==> src/rtl/cache_read_controller_pkg.sv <==
// Shared state type and address-field width helpers for the direct-mapped read cache.
package cache_pkg;

  typedef enum logic [1:0] {
    IDLE,
    LOOKUP,
    MEM_REQ,
    MEM_WAIT
  } cache_state_e;

  function automatic int set_idx_bits(input int word_capacity, input int words_per_block);
    return $clog2(word_capacity / words_per_block);
  endfunction

  function automatic int word_idx_bits(input int words_per_block);
    return $clog2(words_per_block);
  endfunction

  function automatic int byte_idx_bits(input int word_width);
    return $clog2(word_width / 8);
  endfunction

endpackage

==> src/rtl/cache_read_controller_addr_decoder.sv <==
// Splits a byte address into tag / set / word fields and the block-aligned base address.
module cache_addr_decoder
  import cache_pkg::*;
#(
  parameter int ADDR_BITS       = 32,
  parameter int WORD_BITS       = 32,
  parameter int WORD_CAPACITY   = 8,
  parameter int WORDS_PER_BLOCK = 4,
  localparam int SET_W  = set_idx_bits(WORD_CAPACITY, WORDS_PER_BLOCK),
  localparam int WORD_W = word_idx_bits(WORDS_PER_BLOCK),
  localparam int BYTE_W = byte_idx_bits(WORD_BITS),
  localparam int TAG_W  = ADDR_BITS - SET_W - WORD_W - BYTE_W
) (
  input  logic [ADDR_BITS-1:0] i_addr,
  output logic [TAG_W-1:0]     o_tag,
  output logic [SET_W-1:0]     o_set,
  output logic [WORD_W-1:0]    o_word,
  output logic [ADDR_BITS-1:0] o_block_addr
);

  // Clears the word and byte offsets, leaving the address of word 0 of the block.
  localparam logic [ADDR_BITS-1:0] BLOCK_MASK = ~((ADDR_BITS'(1) << (WORD_W + BYTE_W)) - ADDR_BITS'(1));

  assign o_word       = i_addr[BYTE_W +: WORD_W];
  assign o_set        = i_addr[BYTE_W + WORD_W +: SET_W];
  assign o_tag        = i_addr[ADDR_BITS-1 -: TAG_W];
  assign o_block_addr = i_addr & BLOCK_MASK;

endmodule

==> src/rtl/cache_read_controller.sv <==
// Direct-mapped read-only cache: hit returns the word, miss refills the whole block word 0 first.
module cache_read_controller
  import cache_pkg::*;
#(
  parameter int WORD_CAPACITY   = 8,
  parameter int WORDS_PER_BLOCK = 4,
  parameter int ADDR_BITS       = 32,
  parameter int WORD_BITS       = 32
) (
  input  logic                 clk_i,
  input  logic                 rst_ni,
  input  logic                 req_valid_i,
  output logic                 req_ready_o,
  input  logic [ADDR_BITS-1:0] req_addr_i,
  output logic                 resp_valid_o,
  output logic [WORD_BITS-1:0] resp_data_o,
  input  logic                 flush_i,
  output logic                 mem_req_valid_o,
  input  logic                 mem_req_ready_i,
  output logic [ADDR_BITS-1:0] mem_req_addr_o,
  input  logic                 mem_resp_valid_i,
  input  logic [WORD_BITS-1:0] mem_resp_data_i
);

  localparam int SET_COUNT = WORD_CAPACITY / WORDS_PER_BLOCK;
  localparam int SET_W     = set_idx_bits(WORD_CAPACITY, WORDS_PER_BLOCK);
  localparam int WORD_W    = word_idx_bits(WORDS_PER_BLOCK);
  localparam int BYTE_W    = byte_idx_bits(WORD_BITS);
  localparam int TAG_W     = ADDR_BITS - SET_W - WORD_W - BYTE_W;
  localparam logic [WORD_W-1:0] LAST_WORD = WORD_W'(WORDS_PER_BLOCK - 1);

  cache_state_e r_state;
  cache_state_e w_state_next;

  logic [ADDR_BITS-1:0] r_addr;
  logic [WORD_W-1:0]    r_k;
  logic [SET_COUNT-1:0] r_valid;
  logic                 r_resp_valid;
  logic [WORD_BITS-1:0] r_resp_data;

  logic [TAG_W-1:0]     r_tag_mem  [SET_COUNT];
  logic [WORD_BITS-1:0] r_data_mem [SET_COUNT][WORDS_PER_BLOCK];

  logic [TAG_W-1:0]     w_tag;
  logic [SET_W-1:0]     w_set;
  logic [WORD_W-1:0]    w_word;
  logic [ADDR_BITS-1:0] w_block_addr;
  logic                 w_hit;
  logic                 w_accept;
  logic                 w_flush;
  logic                 w_respond;
  logic                 w_miss;
  logic                 w_fill_word;
  logic                 w_fill_last;

  cache_addr_decoder #(
    .ADDR_BITS      (ADDR_BITS),
    .WORD_BITS      (WORD_BITS),
    .WORD_CAPACITY  (WORD_CAPACITY),
    .WORDS_PER_BLOCK(WORDS_PER_BLOCK)
  ) u_decoder (
    .i_addr      (r_addr),
    .o_tag       (w_tag),
    .o_set       (w_set),
    .o_word      (w_word),
    .o_block_addr(w_block_addr)
  );

  assign w_hit = r_valid[w_set] && (r_tag_mem[w_set] == w_tag);

  always_comb begin
    w_state_next    = r_state;
    req_ready_o     = 1'b0;
    mem_req_valid_o = 1'b0;
    w_accept        = 1'b0;
    w_flush         = 1'b0;
    w_respond       = 1'b0;
    w_miss          = 1'b0;
    w_fill_word     = 1'b0;
    w_fill_last     = 1'b0;
    case (r_state)
      IDLE: begin
        // A flush takes the cycle; a coincident request is refused, not queued.
        req_ready_o = !flush_i;
        w_flush     = flush_i;
        if (req_valid_i && !flush_i) begin
          w_accept     = 1'b1;
          w_state_next = LOOKUP;
        end
      end
      LOOKUP: begin
        w_respond    = w_hit;
        w_miss       = !w_hit;
        w_state_next = w_hit ? IDLE : MEM_REQ;
      end
      MEM_REQ: begin
        mem_req_valid_o = 1'b1;
        if (mem_req_ready_i) begin
          w_state_next = MEM_WAIT;
        end
      end
      MEM_WAIT: begin
        if (mem_resp_valid_i) begin
          w_fill_word = 1'b1;
          if (r_k == LAST_WORD) begin
            w_fill_last  = 1'b1;
            w_state_next = LOOKUP;
          end else begin
            w_state_next = MEM_REQ;
          end
        end
      end
      default: w_state_next = IDLE;
    endcase
  end

  always_ff @(posedge clk_i or negedge rst_ni) begin
    if (!rst_ni) begin
      r_state <= IDLE;
    end else begin
      r_state <= w_state_next;
    end
  end

  always_ff @(posedge clk_i or negedge rst_ni) begin
    if (!rst_ni) begin
      r_addr       <= '0;
      r_k          <= '0;
      r_valid      <= '0;
      r_resp_valid <= 1'b0;
      r_resp_data  <= '0;
    end else begin
      r_resp_valid <= w_respond;
      if (w_respond) begin
        r_resp_data <= r_data_mem[w_set][w_word];
      end
      if (w_accept) begin
        r_addr <= req_addr_i;
      end
      if (w_miss) begin
        r_k <= '0;
      end else if (w_fill_word && !w_fill_last) begin
        r_k <= r_k + 1'b1;
      end
      if (w_flush) begin
        r_valid <= '0;
      end else if (w_fill_last) begin
        r_valid[w_set] <= 1'b1;
      end
    end
  end

  // Tag and data storage carry no reset; the valid bits alone qualify them.
  always_ff @(posedge clk_i) begin
    if (w_fill_word) begin
      r_data_mem[w_set][r_k] <= mem_resp_data_i;
    end
    if (w_fill_last) begin
      r_tag_mem[w_set] <= w_tag;
    end
  end

  assign resp_valid_o   = r_resp_valid;
  assign resp_data_o    = r_resp_data;
  assign mem_req_addr_o = w_block_addr | (ADDR_BITS'(r_k) << BYTE_W);

endmodule
==> config.mk <==
export PLATFORM = sky130hd
export DESIGN_NAME = cache_read_controller
export DESIGN_NICKNAME = d
export VERILOG_FILES = /design/src/rtl/cache_read_controller_pkg.sv /design/src/rtl/cache_read_controller_addr_decoder.sv /design/src/rtl/cache_read_controller.sv
export SDC_FILE = /design/constraint.sdc
export NUM_CORES = 1
export LEC_CHECK = 0
export BUFFER_PORTS_ARGS = -buffer_cell sky130_fd_sc_hd__buf_2
export CAP_MARGIN = 30
export CORE_ASPECT_RATIO = 0.75
export CORE_MARGIN = 3
export CORE_UTILIZATION = 45
export CTS_BUF_LIST = sky130_fd_sc_hd__clkbuf_16
export CTS_CLUSTER_SIZE = 40
export DETAILED_ROUTE_END_ITERATION = 10
export GPL_TIMING_DRIVEN = 0
export REMOVE_ABC_BUFFERS = 1
export SKIP_LAST_GASP = 1
export SLEW_MARGIN = 20
export SYNTH_ARGS = -nofsm -noshare
export SYNTH_HDL_FRONTEND = slang
export SYNTH_SLANG_ARGS = --single-unit
==> constraint.sdc <==
create_clock -name clk_i -period 3.25 [get_ports clk_i]
set_input_delay 0.65 -clock clk_i [delete_from_list [all_inputs] [get_ports clk_i]]
set_output_delay 0.65 -clock clk_i [all_outputs]
set_load 0.005 [all_outputs]
==> impl_results.md, run 1 <==
* Post-synth EDFFs at 310
* Min Tclk post-route at 3050 ps
* Worst-Skew Late Latency at 530 ps
* Reg2Reg Launch Point: r_addr[4]
* Compound-Gate Fraction of Synth Area at 0.00992
* Xor-xnor portion of the synthesized cell area at 0.0135
* Buf+Inv Stages, Crit Path at 3
* Post-synthesis mux area share at 0.186
* Simple-gate area share of the yosys netlist at 0.0182
* Cell family with most CP delay: simple AND/OR/NAND/NOR gates
* Iteration-0 DRC Markers at 546
* RSZ-0062 raised after global routing: no
* Most used cell, CP: buf_16
* Peak supply drop at 0.429 mV
* Worst Hold Class: in -> async
* Die Area at 35,300 µm²
* CP required at 3660 ps
* Num Clock Sinks at 379
* Worst-path clk slew at 60 ps
* Sequential fraction of the synthesis area at 0.741
* Routed WL per cell at 22.7 µm
* 1st-pass router iterations at 5
* Slew at the pin with the worst max-slew slack at 728 ps
* Startpoint Class: flop
* TritonCTS clock tree: yes
* Synthesis-stage register bit count at 379
* Row cnt at 57
* Switching share of power at 0.272
* Initial antenna violation count at 4
* Slowest-stage cell, CP: dfrtp_4
* Setup slack, reg-to-reg at 200 ps
* Power Internal at 10.0 mW
* Clock Root Buffer: clkbuf_16
* Fin worst setup slack at 204 ps
* Avg Vias per Cell at 5.31
* MaxCap Viol Count at 0
* Nets at 932
* Gr usage total at 0.172
* Residual DRC at 0
* Final wirelength at 30,200 µm
* R2R depth at 9
* CP Max Fanout at 21
* Final Hold Viols at 0
* Setup WS pre-CTS at -949 ps
* Max-slew headroom at 0.512
* Adder-cell share of the synthesized area at 0.00336
* Hold Slack at 73.5 ps
* Worst-path cell chain: buf_16, mux2i_1, xnor2_1, nor4_4, nand4_1, nor3_4, buf_8, buf_16, mux2_2
* Setup violators final at 0
* Clock skew at 10.3 ps
* Fin crit share at 0.937
* Starting density of the core at 0.458
* Post-route setup TNS at 0 ps
* Share of cells above drive strength 1 at 0.429
* Max-slew violation count at 0
* Multi-input logic area at 3490 µm²
* WS Path Type: reg -> reg
* Vias in the first global route at 7,418
* Layout area overhead at 16.7%
* Distinct cell type count after synthesis at 39
* Layout fillers at 2,597
* PD cells at 793 nW/µm²
* Reg2reg end: resp_data_o[21]
* Hpwl dp at 18,200 µm
* Non-Filler Cell Area, Final at 17,400 µm²
* Final Core Density at 0.534
* Top Ports at 137
* Worst EP arrival at 3460 ps
* GR Overflow Total at 0
* CTS H-tree depth at 2
* Die H at 164 µm
* Outcome: completed
* Total vias in the final route at 7,071
* Kind of end point of the critical path: flop
* Seq pwr share at 0.471
* Top_reg_cell synth: edfxtp_1
* Static Leak at 6.27 nW
* Pin count of the biggest net entering global routing at 47
* Yosys Warn Count at 0
* Avg Cell Area, Syn at 20.6 µm²
* Net load switching power at 3.75 mW
* Most common cell after layout, fill and taps aside: edfxtp_1
* Most frequent cells in the layout: 310 x edfxtp_1, 131 x buf_2, 93 x mux2_2, 66 x dfrtp_1, 64 x mux4_2
* CTS max path bufs at 3
* First-pass GRT wire length at 45,600 µm
* Die W at 216 µm
* Port Buffers at 132
* GP Congestion at 0.743
* Fmax achieved at 328 MHz
* Clock power frac at 0.298
* Mapped cell area at 14,900 µm²
* Num CTS Buffers at 38
* Largest family of logic cells by synthesized area: multiplexers
* Antenna Nets Post-Route at 0
* Ys async rst share at 0.182
* Crit path largest cell delay at 620 ps
* Post-DP Area at 16,100 µm²
* Register area at 11,000 µm²
* Logic pwr share at 0.231
* Core area at 32,500 µm²
* Mapped Cells at 724
cells in the mapped netlist (2+ instances only):
library cell | n | area, µm²
a211oi_1 | 4 | 30.0
a21oi_1 | 5 | 25.0
and2_1 | 5 | 31.3
and3_1 | 6 | 37.5
buf_1 | 2 | 7.51
buf_2 | 7 | 35.0
buf_4 | 31 | 233
buf_6 | 5 | 56.3
clkbuf_1 | 15 | 56.3
dfrtp_1 | 69 | 1730
edfxtp_1 | 310 | 9310
ha_1 | 4 | 50.1
inv_1 | 5 | 18.8
mux2_2 | 93 | 1050
mux2i_1 | 27 | 270
mux4_2 | 64 | 1440
nand3_1 | 2 | 10.0
nand4_1 | 5 | 31.3
nor2_1 | 13 | 48.8
nor2b_1 | 2 | 12.5
nor3_1 | 3 | 15.0
nor4_1 | 6 | 37.5
o21ai_0 | 3 | 15.0
o2bb2ai_1 | 2 | 17.5
xnor2_1 | 21 | 184
xor2_1 | 2 | 17.5
how the worst max path moves through the flow:
stage	endpoint	depth (start not counted)	slack, ps	from
floorplan	resp_data_o[0]	5	-2790	r_addr[4]
global placement	resp_data_o[16]	6	-5470	r_addr[4]
detailed placement	resp_data_o[30]	9	-950	r_addr[4]
CTS	resp_data_o[30]	9	30	r_addr[4]
global route	resp_data_o[21]	9	30	r_addr[4]
finish	resp_data_o[21]	9	200	r_addr[4]
metal layers:
metal / track usage / vias up / wire (µm)
li1: - / 3150 / -
met1: 0.238 / 3709 / 13300
met2: 0.280 / 157 / 14800
met3: 0.0363 / 49 / 1530
met4: 0.0486 / 6 / 627
met5: 0 / - / 34
power groups by stage:
| stage | combinational [mW] | sequential (mW) | clock [mW] |
|---|---|---|---|
| after floorplan | 2.01 | 6.67 | 0 |
| after global placement | 2.61 | 6.90 | 0 |
| after detailed placement | 3.05 | 6.67 | 0 |
| after CTS | 3.20 | 6.49 | 4.22 |
| after global routing | 3.47 | 6.57 | 4.42 |
| final | 3.19 | 6.49 | 4.10 |
stage by stage:
step,total power [mW],std cells
2_1_floorplan,8.68,665
3_3_place_gp,9.51,1239
3_5_place_dp,9.72,1255
4_1_cts,13.9,1329
5_1_grt,14.5,1331
6_report,13.8,1331
timing repair:
item	in CTS	in global routing
hold buffers	0	0
gates cloned	0	1
buffers inserted	4	0
setup endpoints to repair	36	25
resized for setup	1	2
pin swaps	1	0
flip-flops by register name, summed over array words and instances, names as in the netlist:
register	flops
resp_data_o	32
r_tag_mem	54
r_valid	2
r_k	2
r_addr	30
resp_valid_o	1
r_data_mem	256
r_state	2
layout make-up:
class | count | share of cell area
Tap cell | 442 | 0.0318
Multi-Input combinational cell | 281 | 0.201
Clock buffer | 41 | 0.0591
Sequential cell | 379 | 0.636
Timing Repair Buffer | 153 | 0.0618
Inverter | 5 | 0.00108
Antenna cell | 1 | 0.000144
Clock inverter | 29 | 0.00908
logic make-up after synthesis:
group                      after synthesis
adders and majority gates                4
AOI/OAI and AO/OA                       20
muxes                                  185
DFF                                    379
xor gates and xnor gates                23
and+or+nand+nor                         47
buffers and inverters                   65
other                                    1
Note: power is estimated with default switching activity, not from simulation.
==> run 2, diff against run 1 <==
Settings changed: SYNTH_HIERARCHICAL set to 1.
==> impl_results.md, run 2 <==
* Most common cell after layout, fill and taps aside: edfxtp_1
* Worst-Skew Late Latency at 520 ps (about the same)
* Max-slew headroom at 0.506 (-0.00614)
* Post-CTS Setup Inserts at 5 (+1)
* Gr usage total at 0.172 (-0.000349)
* GR Overflow Total at 0 (unchanged)
* Fmax achieved at 333 MHz (+1.5%)
* CTS max path bufs at 3 (unchanged)
* PD cells at 800 nW/µm² (+0.81%)
* Die W at 218 µm (+0.87%)
* Pin count of the biggest net entering global routing at 48 (+2.1%)
* Hpwl dp at 18,500 µm (+2.1%)
* Clock Root Buffer: clkbuf_16
* Kind of end point of the critical path: flop
* TritonCTS clock tree: yes
* 1st-pass router iterations at 5 (unchanged)
* Worst-path clk slew at 60 ps (about the same)
* Vias in the first global route at 7,342 (-1.0%)
* Residual DRC at 0 (unchanged)
* Nets at 932 (unchanged)
* Fin crit share at 0.923 (-0.0139)
* Total vias in the final route at 7,001 (-0.99%)
* Share of cells above drive strength 1 at 0.425 (-0.00450)
* RSZ-0062 raised after global routing: no
* Slew at the pin with the worst max-slew slack at 741 ps (+13.2 ps)
* Min Tclk post-route at 3000 ps (-45.3 ps)
* Core area at 32,800 µm² (+0.88%)
* Biggest register: r_data_mem
* Hold Slack at 82.0 ps (+8.47 ps)
* Worst Hold Class: in -> async
* Num Clock Sinks at 379 (unchanged)
* Post-route setup TNS at 0 ps (unchanged)
* Static Leak at 6.31 nW (+0.57%)
* Max-slew violation count at 0 (unchanged)
* Startpoint Class: flop
* Final Hold Viols at 0 (unchanged)
* Setup violators final at 0 (unchanged)
* Top Ports at 137 (unchanged)
* Die Area at 35,900 µm² (+1.7%)
* Antenna Nets Post-Route at 0 (unchanged)
* Num CTS Buffers at 38 (unchanged)
* Iteration-0 DRC Markers at 490 (-10%)
* Final wirelength at 30,400 µm (+0.56%)
* Hold_buf cts at 0 (unchanged)
* Mapped cell area at 15,200 µm² (+1.8%)
* Initial antenna violation count at 2 (-2)
* Peak supply drop at 0.463 mV (+7.8%)
* Starting density of the core at 0.462 (+0.00422)
* GP Congestion at 0.740 (-0.44%)
* Mapped Cells at 754 (+4.1%)
* Setup WS pre-CTS at -662 ps (+287 ps)
* Worst EP arrival at 3410 ps (-50 ps)
* Yosys Warn Count at 6 (+6)
* Max reg flops at 256 (unchanged)
* MaxCap Viol Count at 0 (unchanged)
* Row cnt at 57 (unchanged)
* Outcome: completed
* Setup slack, reg-to-reg at 250 ps (+50 ps)
* CTS H-tree depth at 2 (unchanged)
* CP required at 3660 ps (about the same)
* First-pass GRT wire length at 45,700 µm (+0.27%)
* Most frequent cells in the layout: 310 x edfxtp_1, 131 x buf_2, 81 x mux2_2, 66 x dfrtp_1, 64 x mux4_2
* # diodes at 0 (-1)
* CTS resizes at 0 (-1)
* WS Path Type: reg -> reg
* Routed WL per cell at 22.9 µm (+0.64%)
* Fin worst setup slack at 249 ps (+45.3 ps)
* Layout area overhead at 14.8%
* Final Core Density at 0.530 (-0.00358)
* Clock skew at 14.1 ps (+3.73 ps)
* CP Max Fanout at 13 (-38%)
* Port Buffers at 132 (unchanged)
* Avg Vias per Cell at 5.26 (-0.92%)
* Avg Cell Area, Syn at 20.1 µm² (-2.2%)
* Die H at 165 µm (+0.87%)
[run 2: worst max-delay path, stage by stage (launching register included)]
cell	delay [ps]
dfrtp_4	450
buf_4	250
mux2i_1	240
xnor2_1	130
nor4_1	410
nand4_1	330
nor3_4	350
buf_4	220
buf_8	150
mux2_2	340
[run 2: power by group]
group / switching (mW) / total, mW / internal [mW] / leakage [nW]
Combinational: 1.47 / 3.27 / 1.80 / 1.96
Sequential: 0.512 / 6.40 / 5.89 / 3.70
Clock: 1.74 / 4.25 / 2.50 / 0.646
[run 2: path summary, 6_finish.rpt]
path                                 start         endpoint  cells past startpoint
max                              r_addr[4]   resp_data_o[1]                      9
min                                 rst_ni  resp_data_o[30]                      1
max reg2reg                      r_addr[4]   resp_data_o[1]                      9
min reg2reg                resp_data_o[13]  resp_data_o[13]                      1
max in group asynchronous           rst_ni        r_addr[4]                      2
min in group clk_i          req_addr_i[17]       r_addr[17]                      2
[run 2: layout make-up]
type	instances	area, µm²
clock inverter	29	199
sequential	379	11000
timing repair buffer	153	1060
fill	2569	15400
clock buffer	41	1030
inverter	4	15.0
multi-input combinational	282	3510
tap	442	553
[run 2: routing by layer]
layer | share of wire | up-vias | global-route usage
li1 | - | 3123 | -
met1 | 0.44 | 3686 | 0.238
met2 | 0.50 | 149 | 0.284
met3 | 0.049 | 39 | 0.0357
met4 | 0.014 | 4 | 0.0400
met5 | 0.00076 | - | 0
[run 2: stage by stage]
stage | instances | power, mW | instance area, µm²
6_report | 1330 | 13.9 | 17400
5_1_grt | 1330 | 14.6 | 17400
4_1_cts | 1330 | 14.1 | 17400
3_5_place_dp | 1255 | 9.77 | 16100
3_3_place_gp | 1239 | 9.40 | 15700
2_1_floorplan | 665 | 8.71 | 14500
